===== config.mk =====
export PLATFORM = sky130hd
export DESIGN_NAME = mem_wb_skid
export DESIGN_NICKNAME = d
export VERILOG_FILES = /design/src/rtl/mem_wb_skid.sv
export SDC_FILE = /design/constraint.sdc
export NUM_CORES = 1
export LEC_CHECK = 0
export ABC_CLOCK_PERIOD_IN_PS = 2300
export CAP_MARGIN = 0
export CORE_MARGIN = 4
export CORE_UTILIZATION = 45
export CTS_CLUSTER_DIAMETER = 30
export DETAILED_ROUTE_END_ITERATION = 16
export GPL_TIMING_DRIVEN = 0
export PLACE_DENSITY = 0.85
export SKIP_CTS_REPAIR_TIMING = 1
export SYNTH_ARGS = -nofsm -noshare
export SYNTH_HDL_FRONTEND = slang
export SYNTH_SLANG_ARGS = --single-unit

===== constraint.sdc =====
create_clock -name clk -period 2.3 [get_ports clk]
set_input_delay 0.575 -clock clk [delete_from_list [all_inputs] [get_ports clk]]
set_output_delay 0.575 -clock clk [all_outputs]
set_load 0.03 [all_outputs]

===== src/rtl/mem_wb_skid.sv =====
// mem_wb_skid: MEM -> WB pipeline register with a one-entry skid buffer.
//
// The main register drives the WB_* outputs; the skid register catches the
// entry that arrives while the main register is stalled downstream. Because
// MEM_ready_out is decoded from the registered state only, there is no
// combinational path from WB_ready_in back to MEM_ready_out.
//
// Handshake: a transfer happens on a rising clk edge where valid and ready
// are both high (MEM_valid_in & MEM_ready_out = accept,
// WB_valid_out & WB_ready_in = fire). An asserted valid does not depend on
// ready.
//
// Ports:
//   clk, Reset (sync, active-high), Flush (sync discard of held entries)
//   MEM_valid_in / MEM_ready_out / MEM_PD_in / MEM_RD_in / MEM_RF_LE_in
//   WB_valid_out / WB_ready_in / WB_PD_out / WB_RD_out / WB_RF_LE_out
//   state_dbg        : current occupancy state (0 EMPTY, 1 ONE, 2 TWO)
//   WB_stall_cnt_out : 16-bit saturating stall counter, present only when
//                      the macro MEM_WB_SKID_STALL_CNT_EN is defined
module mem_wb_skid #(
    parameter int DATA_W = 32,
    parameter int RD_W   = 5
) (
    input  logic              clk,
    input  logic              Reset,
    input  logic              Flush,
    input  logic              MEM_valid_in,
    output logic              MEM_ready_out,
    input  logic [DATA_W-1:0] MEM_PD_in,
    input  logic [RD_W-1:0]   MEM_RD_in,
    input  logic              MEM_RF_LE_in,
    output logic              WB_valid_out,
    input  logic              WB_ready_in,
    output logic [DATA_W-1:0] WB_PD_out,
    output logic [RD_W-1:0]   WB_RD_out,
    output logic              WB_RF_LE_out,
    output logic [1:0]        state_dbg
`ifdef MEM_WB_SKID_STALL_CNT_EN
    ,
    output logic [15:0]       WB_stall_cnt_out
`endif
);

    localparam logic [1:0] S_EMPTY = 2'd0;
    localparam logic [1:0] S_ONE   = 2'd1;
    localparam logic [1:0] S_TWO   = 2'd2;

    logic [1:0]        state;
    logic [DATA_W-1:0] main_pd, skid_pd;
    logic [RD_W-1:0]   main_rd, skid_rd;
    logic              main_le, skid_le;
    logic              accept, fire;

    // Reset gates ready so nothing is accepted in a reset cycle.
    assign MEM_ready_out = (state != S_TWO) && !Reset;
    assign WB_valid_out  = (state == S_ONE) || (state == S_TWO);
    assign accept        = MEM_valid_in && MEM_ready_out;
    assign fire          = WB_valid_out && WB_ready_in;

    assign WB_PD_out     = main_pd;
    assign WB_RD_out     = main_rd;
    assign WB_RF_LE_out  = main_le && WB_valid_out;
    assign state_dbg     = state;

    always_ff @(posedge clk) begin
        if (Reset) begin
            state   <= S_EMPTY;
            main_pd <= '0;
            main_rd <= '0;
            main_le <= 1'b0;
            skid_pd <= '0;
            skid_rd <= '0;
            skid_le <= 1'b0;
        end else if (Flush) begin
            // Payload is left as-is; only the state marks it invalid.
            state <= S_EMPTY;
        end else begin
            case (state)
                S_EMPTY: begin
                    if (accept) begin
                        main_pd <= MEM_PD_in;
                        main_rd <= MEM_RD_in;
                        main_le <= MEM_RF_LE_in;
                        state   <= S_ONE;
                    end
                end
                S_ONE: begin
                    if (accept && fire) begin
                        main_pd <= MEM_PD_in;
                        main_rd <= MEM_RD_in;
                        main_le <= MEM_RF_LE_in;
                    end else if (accept) begin
                        // Head is stalled: park the newcomer behind it.
                        skid_pd <= MEM_PD_in;
                        skid_rd <= MEM_RD_in;
                        skid_le <= MEM_RF_LE_in;
                        state   <= S_TWO;
                    end else if (fire) begin
                        state <= S_EMPTY;
                    end
                end
                S_TWO: begin
                    if (fire) begin
                        main_pd <= skid_pd;
                        main_rd <= skid_rd;
                        main_le <= skid_le;
                        state   <= S_ONE;
                    end
                end
                default: state <= S_EMPTY;
            endcase
        end
    end

`ifdef MEM_WB_SKID_STALL_CNT_EN
    // Counts cycles where the head is offered but not taken; Flush does not
    // clear it so stall history survives pipeline flushes.
    always_ff @(posedge clk) begin
        if (Reset) begin
            WB_stall_cnt_out <= '0;
        end else if (WB_valid_out && !WB_ready_in && (WB_stall_cnt_out != 16'hFFFF)) begin
            WB_stall_cnt_out <= WB_stall_cnt_out + 16'd1;
        end
    end
`endif

endmodule


==> flow_summary.yaml, run 1 <==
outcome:
  status: "completed"
yosys:
  synth-main-ff-cell: "dfxtp_1"
  synthAdderAreaFrac_pct: 1.47
  synth_warnings: 0
  async_flop_share_pct: 0
  ys_seq_area_share_pct: 45.8
  synth_compound_area_share_pct: 25.2
  mappedNetlistArea_mm2: 0.00341
  synthesis.nets: 415
  ys_seq_elements: 78
  synthDistinctLibCells: 29
  muxShareOfSynthArea_pct: 11.1
  synth_cells: 368
  synth-simple-area-share_pct: 10.6
  avgSynthCellArea_um2: 9.27
  synth-edff-count: 0
  synth_xor_area_share_pct: 0.257
  synth_top_family_by_area: "compound AO/OA/AOI/OAI gates"
sta:
  relSlewSlack_pct: 50.5
  setup_viol: 0
  hold_viol: 0
  rsz0062_at_grt: "no"
  clock_skew_ps: 13.7
  max_freq_ghz: 0.458
  finalCritPeriodShare_pct: 94.9
  setup_ws_ps: 117
  fin_crit_ps: 2180
  worst_pin_slew_ps: 742
  finalMaxSlewViolations: 0
  setup_tns_ps: 0
critical_path:
  r2r-start: "state_dbg[1]"
  worstPathArrival_ps: 1610
  worstPathMaxFanout: 5
  required_ps: 1730
  worstSetupStartpointType: "flip-flop"
  cp-end-kind: "output port"
  worstSetupPathType: "flip-flop to output port"
  crit_start: "state_dbg[1]"
place:
  dp_cells: 550
  preCtsSetupSlack_ps: -89.6
  placed_area_mm2: 0.00437
  detailed_place_hpwl_um: 6280
  globalplace.congestion: 0.769
  port_buffers: 83
clocking:
  clockBufferDepth: 2
  cts_tree: "done"
  cts_buffers: 9
  cts_root_buf: "clkbuf_8"
  htree_levels: 3
  clk_pin_slew_ps: 80
  cts_sinks: 78
  clock_latency_ps: 360
floorplanning:
  die_h_um: 95.1
  start_util_pct: 46.8
  rows: 31
  dieArea_mm2: 0.00904
  die_w_um: 95.1
  pin_count: 85
  design.core.area_mm2: 0.00729
cells_and_area:
  design_area_mm2: 0.00456
  fillers: 623
  areaGrowthSynthToFinish_pct: 33.7
  fin_cells: 565
  drive_gt1_share_pct: 13.1
  final_nets: 508
  diodes: 0
run:
  drv_cap: 0
global_routing:
  grt_pass1_wl_um: 13500
  grt_pass1_vias: 2947
  grt_usage_pct: 19.5
  grt_max_degree: 14
  antenna_found_initial: 0
  grt_overflow: 0
drt:
  avgRoutedWirePerCell_um: 14.9
  vias_per_cell: 5.26
  drtAntennaViolNets: 0
  firstDrtPassIters: 5
  drtIter0Drc: 98
  post-route-drc-count: 0
  finalWirelength_um: 8390
  vias: 2974
power:
  combPwrFrac_pct: 18.3
  power_frac_seq_pct: 47.8
  p_int_uw: 2160
  p_sw_share_pct: 28.2
  p_sw_uw: 849
  clkPwrFrac_pct: 34.0
  p_leak_uw: 0.00149
  ir_drop_mv: 0.361
  power_density_mw_per_mm2: 660
worst_hold_path:
  hp-start: "skid_pd[22]"
  hp-class: "flip-flop to flip-flop"
==> through the flow <==
stage	hold slack, ps	total power (µW)	util, %
floorplan	436	1780	-
global placement	441	2010	59.9
detailed placement	448	2020	59.9
CTS	458	3020	62.5
global route	471	3130	62.6
finish	455	3010	62.6
==> layer usage <==
metal	track usage, %	up-vias	wire [µm]
met4	9.25	0	225
met1	23.5	1397	3630
li1	-	1479	-
met2	32.0	79	4090
met5	0	-	0
met3	5.37	19	447
==> cell families (layout without fill, tap and decap cells) <==
group	count (synthesis)	count (layout)
AO/OA/AOI/OAI	123	123
AND/OR/NAND/NOR	88	88
flip-flops	78	78
multiplexers	38	38
buffers and inverters	36	134
adder cells (fa/ha/maj)	4	4
XOR/XNOR	1	1
==> flip-flops by register name, summed over array words and instances, names as in the netlist <==
signal	flops
WB_PD_out	32
WB_RD_out	5
main_le	1
skid_le	1
skid_pd	32
skid_rd	5
state_dbg	2
==> cell usage in the layout, fill, tap and decap left out, types with 3 or more instances in the layout <==
| master | instances |
|---|---|
| dfxtp_1 | 77 |
| clkdlybuf4s50_1 | 80 |
| mux2i_1 | 38 |
| clkbuf_8 | 9 |
| buf_4 | 6 |
| buf_6 | 3 |
| a211oi_2 | 20 |
| nand2_1 | 77 |
| clkbuf_1 | 16 |
| ha_1 | 4 |
| buf_2 | 8 |
| a211oi_1 | 18 |
| clkbuf_2 | 3 |
| a21oi_1 | 76 |
==> worst max-delay path, stage by stage (launching register included) <==
cell and delay [ps]:
dfxtp_1 410, inv_1 90, ha_1 370, and2_1 170, clkbuf_2 210
==> power groups by stage <==
stage	registers, µW	clock network, µW	logic, µW
final	1440	1020	549
after global routing	1440	1100	587
after CTS	1440	1030	552
after detailed placement	1470	0	550
after global placement	1470	0	540
after floorplan	1560	0	219
==> cells in the mapped netlist, types with 2 or more instances <==
library cell | instances | area, µm²
a211oi_1 | 18 | 135
a211oi_2 | 20 | 250
a21boi_0 | 2 | 15.0
a21oi_1 | 76 | 380
and2_1 | 2 | 12.5
buf_2 | 9 | 45.0
buf_4 | 6 | 45.0
buf_6 | 3 | 33.8
clkbuf_1 | 16 | 60.1
dfxtp_1 | 78 | 1560
ha_1 | 4 | 50.1
inv_1 | 2 | 7.51
mux2i_1 | 38 | 380
nand2_1 | 78 | 293
nor2_1 | 2 | 7.51
==> final timing paths <==
check / to / slack, ps / cells after the start
min reg2reg: skid_pd[22] / 460 / 2
max reg2reg: WB_PD_out[13] / 200 / 8
max: WB_RF_LE_out / 120 / 4
min: skid_pd[22] / 460 / 2
==> area by class of cell <==
cell class,instances,area [µm²],area share (%)
plain buffers,33,184,4.03
multi-input cells,254,1670,36.6
well taps,99,124,2.72
clock buffers,11,131,2.88
inverters,2,7.51,0.165
repair buffers,83,823,18.0
flip-flops and latches,78,1560,34.3
clock inverters,5,58.8,1.29
Power figures use the tool's default switching activity.
==> run 2: changes to the inputs <==
DONT_BUFFER_PORTS = 1   (was default)
MAX_ROUTING_LAYER = met4   (was default)
PLACE_DENSITY = 0.71   (was 0.85)
==> flow_summary.yaml, run 2 (synthesis gave the netlist of run 1 again) <==
global_routing:
  grt_max_degree: 14
  grt_overflow: 0
  grt_pass1_wl_um: 13100
  antenna_found_initial: 0
  grt_pass1_vias: 2589
  grt_usage_pct: 19.7
sta:
  setup_viol: 0
  finalMaxSlewViolations: 0
  whs_ps: 351
  finalCritPeriodShare_pct: 93.2
  rsz0062_at_grt: "no"
  relSlewSlack_pct: 44.9
  clock_skew_ps: 12.8
  max_freq_ghz: 0.467
  worst_pin_slew_ps: 827
  fin_crit_ps: 2140
  hold_viol: 0
  setup_tns_ps: 0
drt:
  post-route-drc-count: 0
  drtIter0Drc: 73
  vias_per_cell: 5.39
  finalWirelength_um: 8160
  drtAntennaViolNets: 0
  firstDrtPassIters: 4
  avgRoutedWirePerCell_um: 16.9
  vias: 2605
clocking:
  cts_root_buf: "clkbuf_8"
  clockBufferDepth: 2
  clk_pin_slew_ps: 90
  cts_buffers: 9
  cts_tree: "done"
  clock_latency_ps: 350
  cts_sinks: 78
  htree_levels: 3
critical_path:
  reg2reg_to: "WB_PD_out[15]"
  r2r-start: "state_dbg[0]"
  cp-end-kind: "output port"
  rrSetupSlack_ps: 190
  cp_top_family: "flip-flops"
  r2r_cells: 8
  worst-path-buf-inv: 1
  crit_chain: "inv_1 -> ha_4 -> and2_1"
  cp_slowest_cell: "dfxtp_4"
  worstPathMaxFanout: 5
  worstSetupPathType: "flip-flop to output port"
  required_ps: 1730
  worstPathArrival_ps: 1570
  worstSetupStartpointType: "flip-flop"
  cpPeakStageDelay_ps: 430
worst_hold_path:
  min_path_cells: 2
  whs_endpoint: "skid_pd[1]"
  hp-start: "MEM_PD_in[1]"
  hp-class: "input port to flip-flop"
floorplanning:
  dieArea_mm2: 0.00904
  start_util_pct: 46.8
  die_w_um: 95.1
  pin_count: 85
  rows: 31
  design.core.area_mm2: 0.00729
  die_h_um: 95.1
cells_and_area:
  fin_cells: 483
  fillers: 696
  areaGrowthSynthToFinish_pct: 10.3
  layout_common_cells: "nand2_1, dfxtp_1, a21oi_1, mux2i_1, a211oi_2"
  drive_gt1_share_pct: 16.4
  final_nets: 426
  regArea_mm2: 0.00157
  multi_input_area_mm2: 0.00168
  diodes: 0
  layout_commonest_cell: "nand2_1"
place:
  dp_cells: 467
  port_buffers: 0
  detailed_place_hpwl_um: 5690
  globalplace.congestion: 0.811
power:
  ir_drop_mv: 0.362
  p_leak_uw: 0.00117
  power_density_mw_per_mm2: 753
run:
  drv_cap: 0
outcome:
  status: "completed"
[run 2: final cells by class]
type / count / share of cell area [%]
well taps: 99 / 3.29
flip-flops and latches: 78 / 41.7
clock buffers: 11 / 3.49
inverters: 2 / 0.199
clock inverters: 5 / 1.60
multi-input cells: 254 / 44.7
plain buffers: 34 / 5.08
[run 2: metrics by stage]
stage | power, µW | utilization, % | area [µm²] | worst slack, ps
final | 2830 | 51.6 | 3760 | 157
after detailed placement | 1840 | 48.5 | 3540 | -430
after global routing | 2970 | 51.6 | 3760 | 26.3
after global placement | 1840 | 48.5 | 3540 | -344
after floorplan | 1780 | - | 3410 | 7.28
after CTS | 2860 | 51.1 | 3730 | -448
[run 2: layer usage]
metal  wire [µm]  vias to the layer above  GRT usage [%]
li1            -                     1319              -
met5           0                        -              -
met4         160                        0           8.77
met1        3530                     1204           23.9
met3         683                       11           6.55
met2        3780                       71           29.9
[run 2: worst max-delay path by stage]
stage                 startpoint            end  cells past startpoint
floorplan           state_dbg[1]  WB_PD_out[18]                      8
global placement    state_dbg[1]  WB_PD_out[18]                      8
detailed placement  state_dbg[1]  WB_PD_out[15]                      8
CTS                 state_dbg[1]    skid_pd[15]                      8
global route        state_dbg[0]  WB_PD_out[11]                      8
finish              state_dbg[0]   WB_RF_LE_out                      3
[run 2: power by group]
| group | leakage (µW) | total [µW] | internal, µW | switching (µW) |
|---|---|---|---|---|
| clock network | 0.0000935 | 1020 | 505 | 515 |
| logic | 0.000445 | 271 | 112 | 160 |
| registers | 0.000635 | 1540 | 1400 | 138 |
[run 2: worst register-to-register path: stages (launching register included)]
cell,delay (ps)
dfxtp_4,430
inv_1,110
ha_4,350
nand2_2,120
o31ai_2,300
buf_4,240
buf_4,200
a21oi_1,90
a211oi_2,200
